File: src/rtl/vga_timing_gen.sv
// vga_timing_gen: parametrised VGA timing generator driven from CLOCK_50.
//   CLOCK_50    in   system clock
//   reset       in   synchronous active-high reset
//   pix_en      out  one-cycle pixel-tick strobe (every CLK_DIV cycles)
//   x, y        out  horizontal / vertical position counters (never delayed)
//   col, row    out  character-cell coordinates (x / CELL_W, y / CELL_H)
//   cell_px/py  out  position inside the character cell
//   active      out  visible-region flag, delayed SYNC_DELAY pixel ticks
//   blank_n     out  same as active
//   hsync/vsync out  programmable-polarity syncs, delayed SYNC_DELAY ticks
//   line_start  out  pix_en & x==0
//   frame_start out  pix_en & x==0 & y==0
//   frame_cnt   out  completed-frame counter (wraps)
//   blink       out  frame_cnt[BLINK_BIT]
module vga_timing_gen #(
  parameter int unsigned H_ACTIVE   = 640,
  parameter int unsigned H_FP       = 16,
  parameter int unsigned H_SYNC     = 96,
  parameter int unsigned H_BP       = 48,
  parameter int unsigned V_ACTIVE   = 480,
  parameter int unsigned V_FP       = 10,
  parameter int unsigned V_SYNC     = 2,
  parameter int unsigned V_BP       = 33,
  parameter bit          HS_POL     = 1'b0,
  parameter bit          VS_POL     = 1'b0,
  parameter int unsigned CLK_DIV    = 2,
  parameter int unsigned SYNC_DELAY = 0,
  parameter int unsigned CELL_W     = 8,
  parameter int unsigned CELL_H     = 16,
  parameter int unsigned BLINK_BIT  = 4,
  localparam int unsigned H_TOTAL   = H_ACTIVE + H_FP + H_SYNC + H_BP,
  localparam int unsigned V_TOTAL   = V_ACTIVE + V_FP + V_SYNC + V_BP,
  localparam int unsigned XW        = $clog2(H_TOTAL),
  localparam int unsigned YW        = $clog2(V_TOTAL),
  localparam int unsigned CWL       = $clog2(CELL_W),
  localparam int unsigned CHL       = $clog2(CELL_H)
) (
  input  logic              CLOCK_50,
  input  logic              reset,
  output logic              pix_en,
  output logic [XW-1:0]     x,
  output logic [YW-1:0]     y,
  output logic [XW-CWL-1:0] col,
  output logic [YW-CHL-1:0] row,
  output logic [CWL-1:0]    cell_px,
  output logic [CHL-1:0]    cell_py,
  output logic              active,
  output logic              blank_n,
  output logic              hsync,
  output logic              vsync,
  output logic              line_start,
  output logic              frame_start,
  output logic [15:0]       frame_cnt,
  output logic              blink
);

  localparam int unsigned DW = (CLK_DIV > 1) ? $clog2(CLK_DIV) : 1;
  localparam logic [DW-1:0] D_LAST = DW'(CLK_DIV - 1);

  logic [DW-1:0] d;
  logic          active_r;
  logic          hs_r;
  logic          vs_r;

  // Pixel-tick divider; pix_en is registered so it is glitch-free and
  // asserted in the cycle after d reaches its last value.
  always_ff @(posedge CLOCK_50) begin
    if (reset) begin
      d      <= '0;
      pix_en <= 1'b0;
    end else begin
      pix_en <= (d == D_LAST);
      d      <= (d == D_LAST) ? '0 : d + 1'b1;
    end
  end

  always_ff @(posedge CLOCK_50) begin
    if (reset) begin
      x         <= '0;
      y         <= '0;
      frame_cnt <= '0;
    end else if (pix_en) begin
      if (32'(x) == H_TOTAL - 1) begin
        x <= '0;
        if (32'(y) == V_TOTAL - 1) begin
          y         <= '0;
          frame_cnt <= frame_cnt + 16'd1;
        end else begin
          y <= y + 1'b1;
        end
      end else begin
        x <= x + 1'b1;
      end
    end
  end

  always_comb begin
    active_r = (32'(x) < H_ACTIVE) && (32'(y) < V_ACTIVE);
    hs_r     = ((32'(x) >= H_ACTIVE + H_FP) && (32'(x) < H_ACTIVE + H_FP + H_SYNC))
               ? HS_POL : ~HS_POL;
    vs_r     = ((32'(y) >= V_ACTIVE + V_FP) && (32'(y) < V_ACTIVE + V_FP + V_SYNC))
               ? VS_POL : ~VS_POL;
  end

  generate
    if (SYNC_DELAY == 0) begin : g_nodelay
      assign active = active_r;
      assign hsync  = hs_r;
      assign vsync  = vs_r;
    end else begin : g_delay
      logic [SYNC_DELAY-1:0] act_sr;
      logic [SYNC_DELAY-1:0] hs_sr;
      logic [SYNC_DELAY-1:0] vs_sr;

      // Stages advance only on pixel ticks so the lag is counted in pixels.
      always_ff @(posedge CLOCK_50) begin
        if (reset) begin
          act_sr <= '0;
          hs_sr  <= HS_POL ? '0 : '1;
          vs_sr  <= VS_POL ? '0 : '1;
        end else if (pix_en) begin
          act_sr[0] <= active_r;
          hs_sr[0]  <= hs_r;
          vs_sr[0]  <= vs_r;
          for (int unsigned i = 1; i < SYNC_DELAY; i++) begin
            act_sr[i] <= act_sr[i-1];
            hs_sr[i]  <= hs_sr[i-1];
            vs_sr[i]  <= vs_sr[i-1];
          end
        end
      end

      assign active = act_sr[SYNC_DELAY-1];
      assign hsync  = hs_sr[SYNC_DELAY-1];
      assign vsync  = vs_sr[SYNC_DELAY-1];
    end
  endgenerate

  assign blank_n     = active;
  assign col         = x[XW-1:CWL];
  assign cell_px     = x[CWL-1:0];
  assign row         = y[YW-1:CHL];
  assign cell_py     = y[CHL-1:0];
  assign line_start  = pix_en && (x == '0);
  assign frame_start = pix_en && (x == '0) && (y == '0);
  assign blink       = frame_cnt[BLINK_BIT];

endmodule

File: config.mk
export PLATFORM = sky130hd
export DESIGN_NAME = vga_timing_gen
export DESIGN_NICKNAME = d
export VERILOG_FILES = /design/src/rtl/vga_timing_gen.sv
export SDC_FILE = /design/constraint.sdc
export NUM_CORES = 1
export LEC_CHECK = 0
export ABC_AREA = 1
export CORE_UTILIZATION = 52
export DETAILED_ROUTE_END_ITERATION = 10
export PLACE_DENSITY = 0.88
export SLEW_MARGIN = 20
export SYNTH_ARGS = -nofsm -noshare
export SYNTH_HDL_FRONTEND = slang
export SYNTH_SLANG_ARGS = --single-unit
File: constraint.sdc
create_clock -name CLOCK_50 -period 3.4 [get_ports CLOCK_50]
set_input_delay 0.51 -clock CLOCK_50 [delete_from_list [all_inputs] [get_ports CLOCK_50]]
set_output_delay 0.51 -clock CLOCK_50 [all_outputs]
set_load 0.005 [all_outputs]
## Word level (Yosys, flattened, before mapping)

Cells that the tools add are included.

| word-level totals | value |
|---|---|
| input port bits | 2 |
| output and inout bits | 64 |
| word-level logic and storage cells | 31 |
| register bits after elaboration | 38 |

| operators by class | value |
|---|---|
| reductions and logical operators | 10 |
| order comparisons | 6 |
| multiplexer cells | 4 |
| equality and inequality tests | 2 |
| $add $sub $neg | 4 |

Operators with widths:

| operator | count |
|---|---|
| 10-bit by 1-bit adder with 10-bit output, second input constant | 2 |
| 10-bit equality test, second input constant | 2 |
| 10-bit logical NOT | 2 |
| 10-bit less-than comparator, second input constant | 2 |
| 10-bit by 9-bit less-than comparator with 1-bit output, second input constant | 2 |
| 10-bit 2-to-1 mux | 2 |
| 16-bit by 1-bit adder with 16-bit output, second input constant | 1 |
| 10-bit >= comparator, second input constant | 1 |
| 10-bit by 9-bit >= comparator with 1-bit output, second input constant | 1 |
| 1-bit logical AND | 5 |
| 3-bit AND reduction | 1 |
| 1-bit 2-to-1 mux | 2 |
| 2-bit AND reduction | 1 |
| 2-bit OR reduction | 1 |
| 1-bit adder, second input constant | 1 |

## Longest topological paths before layout

| logic depth | value |
|---|---|
| word-level depth | 3 |
| mapped depth | 11 |
| gate-level depth less buffers | 11 |

## Worst setup path after synthesis

OpenSTA, ideal clock, no wires.

| timing path | value |
|---|---|
| path type | reg2out |
| start | register x[8] |
| end | output port blank_n |
| path buffers | 1 |
| cell stages (with the launch flop) | 5 |
| path slack | 1.813 ns |
| required time | 2.890 ns |
| arrival time | 1.077 ns |
| cells stage by stage | dfxtp_1 > nand2_2 > inv_1 > nor4_1 > buf_4 |

| on the way | value |
|---|---|
| longest elaborated chain between the ends | 2 |

RTL lines:

| item | RTL line | RTL |
|---|---|---|
| from (decl) | 41 | `output logic [XW-1:0] x,` |
| from (signal assigned) | 92 | `x <= x + 1'b1;` |
| 10-bit less-than comparator | 98 | `active_r = (32'(x) < H_ACTIVE) && (32'(y) < V_ACTIVE);` |
| 1-bit logical AND | 98 |  |
| to (decl) | 48 | `output logic blank_n,` |

Every way passes these cells.

## Worst setup path after layout

| timing path | value |
|---|---|
| start | register x[7] |
| end | output port frame_start |

| on the way | value |
|---|---|
| longest elaborated chain between the ends | 3 |

RTL lines:

| item | RTL line | RTL |
|---|---|---|
| 10-bit logical NOT | 145 | `assign frame_start = pix_en && (x == '0) && (y == '0);` |
| 1-bit logical AND (2 in series) | 145 |  |
| to (decl) | 52 | `output logic frame_start,` |

Every way passes these cells.

==> flow_metrics.env <==
export IMPL_tightest_slew_ns=0.408
export IMPL_die_w_microns=69.4
export IMPL_syn_inst=360
export IMPL_cts_repair_resized=0
export IMPL_synthArstFlopShare=0
export IMPL_numCtsBuffers=5
export IMPL_synthFlopType="dfxtp_1"
export IMPL_powerDensity_nw_per_um2=321
export IMPL_routed_wirelength_microns=5530
export IMPL_crit_type="reg -> out"
export IMPL_fillers=357
export IMPL_die_h_microns=69.4
export IMPL_synth_area_sq_um=2360
export IMPL_fmax_ghz=0.416
export IMPL_grt_max_degree=18
export IMPL_ctsHoldBuffers=0
export IMPL_core_sq_um=4350
export IMPL_numPortBuffers=65
export IMPL_cpPeakStageDelay_ns=0.53
export IMPL_grt_ovfl_total=0
export IMPL_cpLargestDelayFamily="buffers and inverters"
export IMPL_yosys_warnings=0
export IMPL_crit_chain="inv_1 > nand2_1 > inv_1 > nand4_1 > nor3_1 > clkdlybuf4s50_1"
export IMPL_cts_root_buf="clkbuf_8"
export IMPL_antenna_found_initial=0
export IMPL_crit_required_ns=2.89
export IMPL_via_per_inst=5.18
export IMPL_grt_util_all_layers=0.236
export IMPL_holdWs_ns=0.423
export IMPL_rsz0062_at_grt="no"
export IMPL_relSlewSlack=0.728
export IMPL_hold_violations=0
export IMPL_cts_sinks=38
export IMPL_post_cts_buffers=0
export IMPL_synth_distinct_cells=32
export IMPL_cts_buffer_depth=2
export IMPL_drc=0
export IMPL_rows=24
export IMPL_synthTopCellsByArea="dfxtp_1, nand2_1, inv_1, nor2_1, buf_4"
export IMPL_slew_viol_final=0
export IMPL_cp_data_arrival_time_ns=1.89
export IMPL_rr_worst_depth=10
export IMPL_power_w=0.000968
export IMPL_grt_pass1_vias=2173
export IMPL_path_clk_slew_ns=0.08
export IMPL_ys_seq_area_frac=0.322
export IMPL_cts_tree="yes"
export IMPL_synth_edf_count=0
export IMPL_yosysTopAreaCellShare=0.322
export IMPL_dieArea_sq_um=4810
export IMPL_synth_seq_cells=38
export IMPL_insertion_delay_ns=0.29
export IMPL_drt_initial_drc_count=188
export IMPL_globalplace_congestion=0.889
export IMPL_synth_commonest_cells="nand2_1, inv_1, nor2_1, dfxtp_1, nand3_1"
export IMPL_start_util=0.542
export IMPL_critical_path_depth=6
export IMPL_leakage_nw=1.22
export IMPL_period_share=0.707
export IMPL_ir_drop_mv=0.251
export IMPL_final_cell_area_sq_um=3020
export IMPL_wire_per_inst_microns=12.1
export IMPL_place_area_sq_um=2880
export IMPL_diodes=0
export IMPL_path_buf_inv=3
export IMPL_start_kind="flip-flop"
export IMPL_dr_pass1_iters=4
export IMPL_yosysMostFrequentCell="nand2_1"
export IMPL_clock_skew_ns=0.00341
export IMPL_fin_nets=412
export IMPL_fin_setup_tns_ns=0
export IMPL_yosys_area_top_type="dfxtp_1"
export IMPL_cp_end_kind="primary output"
export IMPL_ant_nets=0
export IMPL_finalSetupViolations=0
export IMPL_io_pins=66
export IMPL_grt_pass1_wl_microns=9370
export IMPL_fin_crit_ns=2.40
export IMPL_critPathSlowestCell="clkdlybuf4s50_1"
export IMPL_dp_hpwl_microns=4120
export IMPL_syn_avg_cell_area_sq_um=6.56
export IMPL_cts_max_level=2
export IMPL_drive_above_1_share=0.0690
export IMPL_hp_class="reg -> reg"
export IMPL_maxCapViolCount=0
export IMPL_outcome="finished clean"
export IMPL_routed_via_count=2371
export IMPL_cp_max_fo=6
export IMPL_syn_to_final_growth_pct=27.8
export IMPL_holdPathStages=1
export IMPL_cpMostUsedCell="inv_1"
export IMPL_mappedNetlistNets=367
## where the power goes
| group | total [W] | switching, W | internal (W) |
|---|---|---|---|
| Clock | 0.000480 | 0.000167 | 0.000313 |
| Sequential | 0.000452 | 0.00000454 | 0.000448 |
| Combinational | 0.0000361 | 0.0000196 | 0.0000165 |
| Total | 0.000968 | 0.000191 | 0.000777 |
## path summary, 6_finish.rpt
kind,start,end,slack [ns]
worst max-delay path,x[7]$_SDFFE_PP0P_,frame_start,1.0
worst min-delay path,d$_SDFF_PP0_,d$_SDFF_PP0_,0.42
worst max register to register,x[1]$_SDFFE_PP0P_,frame_cnt[2]$_SDFFE_PP0P_,1.61
worst min register to register,d$_SDFF_PP0_,d$_SDFF_PP0_,0.42
## cell usage in the layout (no fill, tap or decap), types with 6 or more instances in the layout
master,n
nor3_1,10
inv_1,52
clkbuf_8,6
nor2_1,48
dfxtp_1,38
clkdlybuf4s50_1,65
a21oi_1,17
nand4_1,6
nand3_1,31
nand2_1,88
## cell type report
class	count	area [sq um]	area share
clock buffer	6	82.6	0.0274
clock inverter	2	60.1	0.0199
inverter	55	206	0.0684
multi-input combinational	239	1180	0.393
sequential	38	761	0.252
tap	52	65.1	0.0216
timing repair buffer	66	658	0.218
## per-layer routing
layer	wire length (microns)	track usage	vias to the layer above	share of wire
met2	2850	0.402	93	0.51
li1	-	-	1197	-
met3	353	0.0523	12	0.064
met5	0	0	-	0
met1	2250	0.289	1069	0.41
met4	79	0.0930	0	0.014
## flip-flops by register name, indices dropped and copies added (netlist names)
signal,cells
d,1
frame_cnt,16
pix_en,1
x,10
y,10
## logic make-up after synthesis
family | share of synthesized area
AOI/OAI and AO/OA | 0.0641
adders and majority gates | 0.0265
DFF | 0.322
buffers and inverters | 0.176
xor gates and xnor gates | 0.0111
and+or+nand+nor | 0.400
## per-stage QoR
| step | utilization | instances | worst slack [ns] |
|---|---|---|---|
| final | 0.693 | 458 | 0.996 |
| after global placement | 0.660 | 450 | 1.34 |
| after global routing | 0.693 | 458 | 0.877 |
| after floorplan | - | 360 | 1.81 |
| after detailed placement | 0.660 | 450 | 1.31 |
| after CTS | 0.693 | 458 | 0.992 |
Note: power is estimated with default switching activity, not from simulation.
